<file path="src/rtl/sum_latch_pkg.sv">
// Shared types, parity modes and width helpers for the operand-sum UART transmitter.
package sum_latch_pkg;

    typedef enum logic [2:0] {
        ST_IDLE,
        ST_START,
        ST_DATA,
        ST_PARITY,
        ST_STOP
    } tx_state_e;

    localparam int unsigned PAR_NONE = 0;
    localparam int unsigned PAR_EVEN = 1;
    localparam int unsigned PAR_ODD  = 2;

    localparam int unsigned BYTE_W   = 8;

    // Sum width grows by clog2 of the operand count so the adder never wraps.
    function automatic int unsigned sum_width(input int unsigned data_w, input int unsigned num_ops);
        return data_w + $clog2(num_ops);
    endfunction

    function automatic int unsigned num_bytes(input int unsigned sum_w);
        return (sum_w + BYTE_W - 1) / BYTE_W;
    endfunction

endpackage

</file>
<file path="src/rtl/sum_latch_uart_tx_byte.sv">
// Single-byte UART framer: start, 8 data bits LSB first, optional parity, stop.
// Chains straight into the next byte's start bit when last_byte is low.
module uart_tx_byte
    import sum_latch_pkg::*;
#(
    parameter int unsigned CLKS_PER_BIT = 87,
    parameter int unsigned PARITY       = 0
) (
    input  logic       clk,
    input  logic       reset,
    input  logic       start,
    input  logic [7:0] data,
    input  logic       last_byte,
    output logic       txd,
    output logic       busy,
    output logic       byte_done_c
);

    localparam int unsigned BAUD_W = $clog2(CLKS_PER_BIT);

    tx_state_e         state;
    logic [BAUD_W-1:0] baud_cnt;
    logic [2:0]        bit_cnt;
    logic              baud_end;
    logic              par_bit;

    assign baud_end    = (baud_cnt == BAUD_W'(CLKS_PER_BIT - 1));
    assign par_bit     = (PARITY == PAR_ODD) ? ~(^data) : (^data);
    assign byte_done_c = (state == ST_STOP) && baud_end;

    always_ff @(posedge clk) begin
        if (reset) begin
            state    <= ST_IDLE;
            baud_cnt <= '0;
            bit_cnt  <= '0;
            txd      <= 1'b1;
            busy     <= 1'b0;
        end else begin
            // Baud counter restarts at every bit boundary and rests at zero when idle.
            if (state == ST_IDLE || baud_end) begin
                baud_cnt <= '0;
            end else begin
                baud_cnt <= baud_cnt + BAUD_W'(1);
            end

            case (state)
                ST_IDLE: begin
                    if (start) begin
                        state <= ST_START;
                        txd   <= 1'b0;
                        busy  <= 1'b1;
                    end
                end
                ST_START: begin
                    if (baud_end) begin
                        state   <= ST_DATA;
                        bit_cnt <= '0;
                        txd     <= data[0];
                    end
                end
                ST_DATA: begin
                    if (baud_end) begin
                        if (bit_cnt == 3'd7) begin
                            bit_cnt <= '0;
                            if (PARITY != PAR_NONE) begin
                                state <= ST_PARITY;
                                txd   <= par_bit;
                            end else begin
                                state <= ST_STOP;
                                txd   <= 1'b1;
                            end
                        end else begin
                            bit_cnt <= bit_cnt + 3'd1;
                            txd     <= data[bit_cnt + 3'd1];
                        end
                    end
                end
                ST_PARITY: begin
                    if (baud_end) begin
                        state <= ST_STOP;
                        txd   <= 1'b1;
                    end
                end
                ST_STOP: begin
                    if (baud_end) begin
                        if (last_byte) begin
                            state <= ST_IDLE;
                            busy  <= 1'b0;
                        end else begin
                            state <= ST_START;
                            txd   <= 1'b0;
                        end
                    end
                end
                default: begin
                    state <= ST_IDLE;
                    txd   <= 1'b1;
                    busy  <= 1'b0;
                end
            endcase
        end
    end

endmodule

</file>
<file path="src/rtl/sum_latch_uart_tx.sv">
// Latches NUM_OPS operands, keeps a registered running sum and, on request,
// ships a snapshot of that sum over UART as NBYTES little-endian bytes.
module sum_latch_uart_tx
    import sum_latch_pkg::*;
#(
    parameter int unsigned DATA_W       = 4,
    parameter int unsigned NUM_OPS      = 2,
    parameter int unsigned CLKS_PER_BIT = 87,
    parameter int unsigned PARITY       = 0,
    localparam int unsigned SUM_W       = sum_width(DATA_W, NUM_OPS)
) (
    input  logic               clk,
    input  logic               reset,
    input  logic [DATA_W-1:0]  data_in,
    input  logic [NUM_OPS-1:0] save,
    input  logic               send,
    output logic [SUM_W-1:0]   sum_out,
    output logic               uart_txd,
    output logic               uart_tx_busy
);

    localparam int unsigned NBYTES = num_bytes(SUM_W);
    localparam int unsigned BUF_W  = NBYTES * BYTE_W;
    localparam int unsigned BCNT_W = (NBYTES > 1) ? $clog2(NBYTES) : 1;

    logic [DATA_W-1:0] ops [NUM_OPS];
    logic [SUM_W-1:0]  sum_c;
    logic [BUF_W-1:0]  shift_buf;
    logic [BCNT_W-1:0] byte_cnt;
    logic              accept_c;
    logic              last_byte_c;
    logic              byte_done_c;

    // Operand capture runs in every state; a frame in flight reads only shift_buf.
    always_ff @(posedge clk) begin
        if (reset) begin
            for (int i = 0; i < NUM_OPS; i++) begin
                ops[i] <= '0;
            end
        end else begin
            for (int i = 0; i < NUM_OPS; i++) begin
                if (save[i]) begin
                    ops[i] <= data_in;
                end
            end
        end
    end

    always_comb begin
        sum_c = '0;
        for (int i = 0; i < NUM_OPS; i++) begin
            sum_c = sum_c + SUM_W'(ops[i]);
        end
    end

    always_ff @(posedge clk) begin
        if (reset) begin
            sum_out <= '0;
        end else begin
            sum_out <= sum_c;
        end
    end

    assign accept_c    = send && !uart_tx_busy;
    assign last_byte_c = (byte_cnt == BCNT_W'(NBYTES - 1));

    // Snapshot takes the pre-edge sum; the low byte of shift_buf always feeds the framer.
    always_ff @(posedge clk) begin
        if (reset) begin
            shift_buf <= '0;
            byte_cnt  <= '0;
        end else if (accept_c) begin
            shift_buf <= BUF_W'(sum_out);
            byte_cnt  <= '0;
        end else if (byte_done_c) begin
            if (last_byte_c) begin
                byte_cnt <= '0;
            end else begin
                shift_buf <= shift_buf >> BYTE_W;
                byte_cnt  <= byte_cnt + BCNT_W'(1);
            end
        end
    end

    uart_tx_byte #(
        .CLKS_PER_BIT (CLKS_PER_BIT),
        .PARITY       (PARITY)
    ) u_tx_byte (
        .clk         (clk),
        .reset       (reset),
        .start       (accept_c),
        .data        (shift_buf[7:0]),
        .last_byte   (last_byte_c),
        .txd         (uart_txd),
        .busy        (uart_tx_busy),
        .byte_done_c (byte_done_c)
    );

endmodule
</file>
<file path="config.mk">
export PLATFORM = sky130hd
export DESIGN_NAME = sum_latch_uart_tx
export DESIGN_NICKNAME = d
export VERILOG_FILES = /design/src/rtl/sum_latch_pkg.sv /design/src/rtl/sum_latch_uart_tx_byte.sv /design/src/rtl/sum_latch_uart_tx.sv
export SDC_FILE = /design/constraint.sdc
export NUM_CORES = 1
export LEC_CHECK = 0
export ABC_AREA = 1
export CAP_MARGIN = 30
export CORE_UTILIZATION = 55
export DETAILED_ROUTE_END_ITERATION = 12
export PLACE_DENSITY_LB_ADDON = 0.3
export REMOVE_ABC_BUFFERS = 1
export SKIP_CTS_REPAIR_TIMING = 1
export SYNTH_ARGS = -nofsm -noshare
export SYNTH_HDL_FRONTEND = slang
export SYNTH_SLANG_ARGS = --single-unit
</file>
<file path="constraint.sdc">
create_clock -name clk -period 1.75 [get_ports clk]
set_clock_uncertainty 0.1 [all_clocks]
set_input_delay 0.35 -clock clk [delete_from_list [all_inputs] [get_ports clk]]
set_output_delay 0.35 -clock clk [all_outputs]
set_load 0.03 [all_outputs]
</file>
==> parameters.txt <==
Parameter                              Value

Routing
  Residual DRC count ... 0
  Routed wire length ... around 2.8 mm
  Wire per inst ... 11.3 µm
  DR vias/cell ... slightly above 5
  Total number of vias ... around 1300
  Remaining antenna violation count ... 0
  First-pass DRT Iterations ... 4
  First-iteration detailed-routing DRC count ... 45

Worst setup path
  Bufs and invs on worst path ... 2
  Data arrival time of the critical path ... about 1.7 ns
  Kind of launch point of the worst setup path ... flip-flop
  CP max stage delay ... ~0.44 ns
  Worst-path cell chain ... ha_1 -> ha_1 -> inv_1 -> nand3_1 -> nand2_1 -> inv_1 -> nand3_2 -> nor2_1 -> nor2_1
  Maximum net fanout on the critical path ... 6
  Setup slack of the worst register-to-register path ... ~0.16 ns
  Number of cells on the worst reg-to-reg path ... 9
  Required time of the critical path ... between 1.5 and 2 ns
  Startpoint-to-endpoint class of the critical path ... reg2reg
  Kind of cell with the highest combined delay on the critical path ... simple AND/OR/NAND/NOR gates
  Critical-path top delay cell ... sky130_fd_sc_hd__dfxtp_1
  Endpoint of the lowest-slack register-to-register path ... u_tx_byte.state[2]
  Kind of capture point of the worst setup path ... flip-flop
  R2r startpoint ... u_tx_byte.bit_cnt[0]

Global route
  GRT Residual Overflow ... 0
  Number of global-route vias before repair ... roughly 1200
  Number of antenna violations at the first check in global routing ... 0
  Largest net degree at the start of global routing ... 11
  Wire length of the first global-routing pass ... approximately 5.0 mm
  Total track usage ... 20.5%

Status
  Result of the run ... finished clean

Layout
  Area growth from synthesis to final layout ... 17.0%
  Net count of the finished layout ... about 240
  Fraction of layout cells with a size suffix above 1 ... about an eighth
  Number of antenna diodes ... 0

Floorplan
  Overall die height ... ~55 µm
  Standard cell core area ... between 2000 and 3000 µm²
  Initial cell density of the core ... around 58%
  Die outline width ... around 55 µm
  Die outline area ... around 3100 µm²
  I/O pins ... 16
  Placement Rows ... 19

Worst hold path
  Class of the tightest hold or removal check ... reg2reg
  Start point of the worst hold path ... shift_buf[3]
  Worst hold path depth ... 2
  Endpoint, Worst Hold ... shift_buf[3]

Placed design
  Count of buffers inserted at the top-level ports ... 15
  Final estimated routing congestion in global placement ... 0.864
  Worst-case setup slack after placement ... 0.125 ns
  Half-perimeter wire length after detailed placement ... around 2.2 mm

Timing
  RSZ-0062 raised after global routing ... false
  Number of hold-slack violations in the final timing report ... 0
  Final setup violating endpoints ... 0
  Transition at the pin with the smallest max-transition slack ... slightly below 0.6 ns
  Worst slew slack as a fraction of its limit ... a little over 60%
  Max-slew violation total from the final report ... 0
  Hold slack ... around 0.37 ns
  Final worst path period need ... roughly 1.6 ns
  Highest clock rate ... 0.628 GHz
  Final worst-path setup slack ... ~0.16 ns
  Portion of the clock cycle consumed by the worst path in the final layout ... 90.9%

Clock network
  Clk buf depth ... 2
  Clock Pin Slew Worst Setup and Hold Paths ... about 0.10 ns
  Clock tree from TritonCTS ... yes
  CTS Sinks ... 33
  Number of levels in the clock H-tree ... 2
  Clock latency at the later pin of the worst-skew pair ... 0.32 ns
  Library cell used as clock root buffer ... sky130_fd_sc_hd__clkbuf_4
  Total CTS buffers ... 5

Yosys
  Post-synthesis cell count ... between 150 and 200
  Fraction of synthesized cell area taken by the top area cell type ... a little under a third
  Number of storage elements in the synthesis netlist ... 33
  Yosys top cell by area ... sky130_fd_sc_hd__dfxtp_1
  Mean instance size in the synthesized netlist ... roughly 8 µm²
  Sequential area share after synthesis ... roughly 47%
  Netlist Area Pre-Place ... 1570 µm²
  Top post-synthesis cells by area ... sky130_fd_sc_hd__dfxtp_1, sky130_fd_sc_hd__edfxtp_1, sky130_fd_sc_hd__nand2_1, sky130_fd_sc_hd__inv_1, sky130_fd_sc_hd__ha_1
  Synth unique cells ... 27
  Yosys warning count ... 0

Power and ir drop
  Switching fraction of total power ... 37.1%
  Overall power after layout ... between 0.002 and 0.0025 W
  Worst IR Drop VDD ... about 0.00070 V
  Sequential share of power ... 46.7%
  Leakage Power ... around 0.95 nW
  Comb pwr share ... between 30% and 40%
  Cell area power density ... 1120 nW/µm²
  Part of the power in the clock network ... between 10% and 20%
  Internal Dissipation ... 0.00130 W
  Reported net switching power ... between 0.0007 and 0.0008 W

Job
  Maxcap violations ... 0
==> cells by family after synthesis <==
kind of cell | after synthesis | synth area share, %
AOI/OAI and AO/OA | 31 | 10.7
buffers and inverters | 37 | 8.90
and+or+nand+nor | 87 | 25.8
DFF | 33 | 47.1
adders and majority gates | 9 | 7.63
==> registers in the layout (all words and copies together) (netlist names) <==
name,cells
u_tx_byte.state,3
u_tx_byte.baud_cnt,7
sum_out,5
ops,8
shift_buf,5
u_tx_byte.busy,1
u_tx_byte.bit_cnt,3
u_tx_byte.txd,1
==> worst max path at each step <==
stage                         startpoint                 end  slack (ns)  cells past startpoint
floorplan                      ops[0][0]          sum_out[4]        0.29                      6
global placement                    send       u_tx_byte.txd        0.17                      6
detailed placement                  send       u_tx_byte.txd        0.12                      6
CTS                       u_tx_byte.busy        uart_tx_busy       -0.08                      1
global route        u_tx_byte.bit_cnt[0]  u_tx_byte.state[1]        0.01                     10
finish              u_tx_byte.bit_cnt[0]  u_tx_byte.state[2]        0.16                      9
==> cell type report <==
cell class | instances | area [µm²]
Fill cell | 218 | 892
Multi-Input combinational cell | 127 | 693
Clock buffer | 6 | 41.3
Tap cell | 31 | 38.8
Inverter | 34 | 128
Sequential cell | 33 | 741
Timing Repair Buffer | 18 | 190
Clock inverter | 2 | 10.0
==> cell usage in the layout, fill, tap and decap left out, types with 3 or more instances in the layout <==
cell type,n
sky130_fd_sc_hd__clkbuf_4,5
sky130_fd_sc_hd__inv_1,29
sky130_fd_sc_hd__clkdlybuf4s50_1,8
sky130_fd_sc_hd__edfxtp_1,8
sky130_fd_sc_hd__nor2_2,3
sky130_fd_sc_hd__nand3_1,8
sky130_fd_sc_hd__dfxtp_1,25
sky130_fd_sc_hd__nand2_1,33
sky130_fd_sc_hd__a21oi_1,14
sky130_fd_sc_hd__dlymetal6s2s_1,7
sky130_fd_sc_hd__nand2_2,3
sky130_fd_sc_hd__ha_1,8
sky130_fd_sc_hd__o21ai_0,10
sky130_fd_sc_hd__buf_4,3
sky130_fd_sc_hd__nor3_1,4
sky130_fd_sc_hd__inv_2,5
sky130_fd_sc_hd__nor2_1,25
==> worst reg2reg max path: stages (launching register included) <==
cell,delay (ns)
sky130_fd_sc_hd__dfxtp_1,0.44
sky130_fd_sc_hd__ha_1,0.18
sky130_fd_sc_hd__ha_1,0.16
sky130_fd_sc_hd__inv_1,0.05
sky130_fd_sc_hd__nand3_1,0.12
sky130_fd_sc_hd__nand2_1,0.07
sky130_fd_sc_hd__inv_1,0.09
sky130_fd_sc_hd__nand3_2,0.12
sky130_fd_sc_hd__nor2_1,0.12
sky130_fd_sc_hd__nor2_1,0.05
==> stage by stage <==
stage	area, µm²	std cells	util [%]	setup TNS, ns
CTS	1820	251	66.7	-0.342
floorplan	1560	194	-	0
finish	1840	251	67.4	0
global placement	1770	243	64.9	0
detailed placement	1770	243	64.9	0
global route	1840	251	67.4	0
==> power by group through the flow <==
| stage | Clock [W] | Combinational (W) | Sequential, W |
|---|---|---|---|
| after detailed placement | 0 | 0.000686 | 0.000977 |
| after floorplan | 0 | 0.000440 | 0.00103 |
| after global routing | 0.000436 | 0.000786 | 0.000972 |
| final | 0.000407 | 0.000691 | 0.000961 |
| after CTS | 0.000411 | 0.000693 | 0.000961 |
| after global placement | 0 | 0.000661 | 0.000973 |
==> routing by layer <==
layer	track usage, %	wire length [µm]	vias up	part of all wire [%]
li1	-	-	679	-
met1	23.6	1170	586	41
met2	37.0	1530	25	54
met3	5.85	112	4	3.9
met4	5.71	30	0	1.1
met5	0	0	-	0
==> synth_stat cells (all sizes together) <==
library cell / number
fa: 1
nand2: 36
clkbuf: 3
or2: 2
inv: 34
ha: 8
nand4: 2
o21ai: 13
o211ai: 1
nor2: 28
dfxtp: 25
nor3b: 2
nand3: 11
a31oi: 2
edfxtp: 8
and3: 2
a21oi: 15
nor3: 4
No activity file was read; power rests on OpenSTA's default activity.
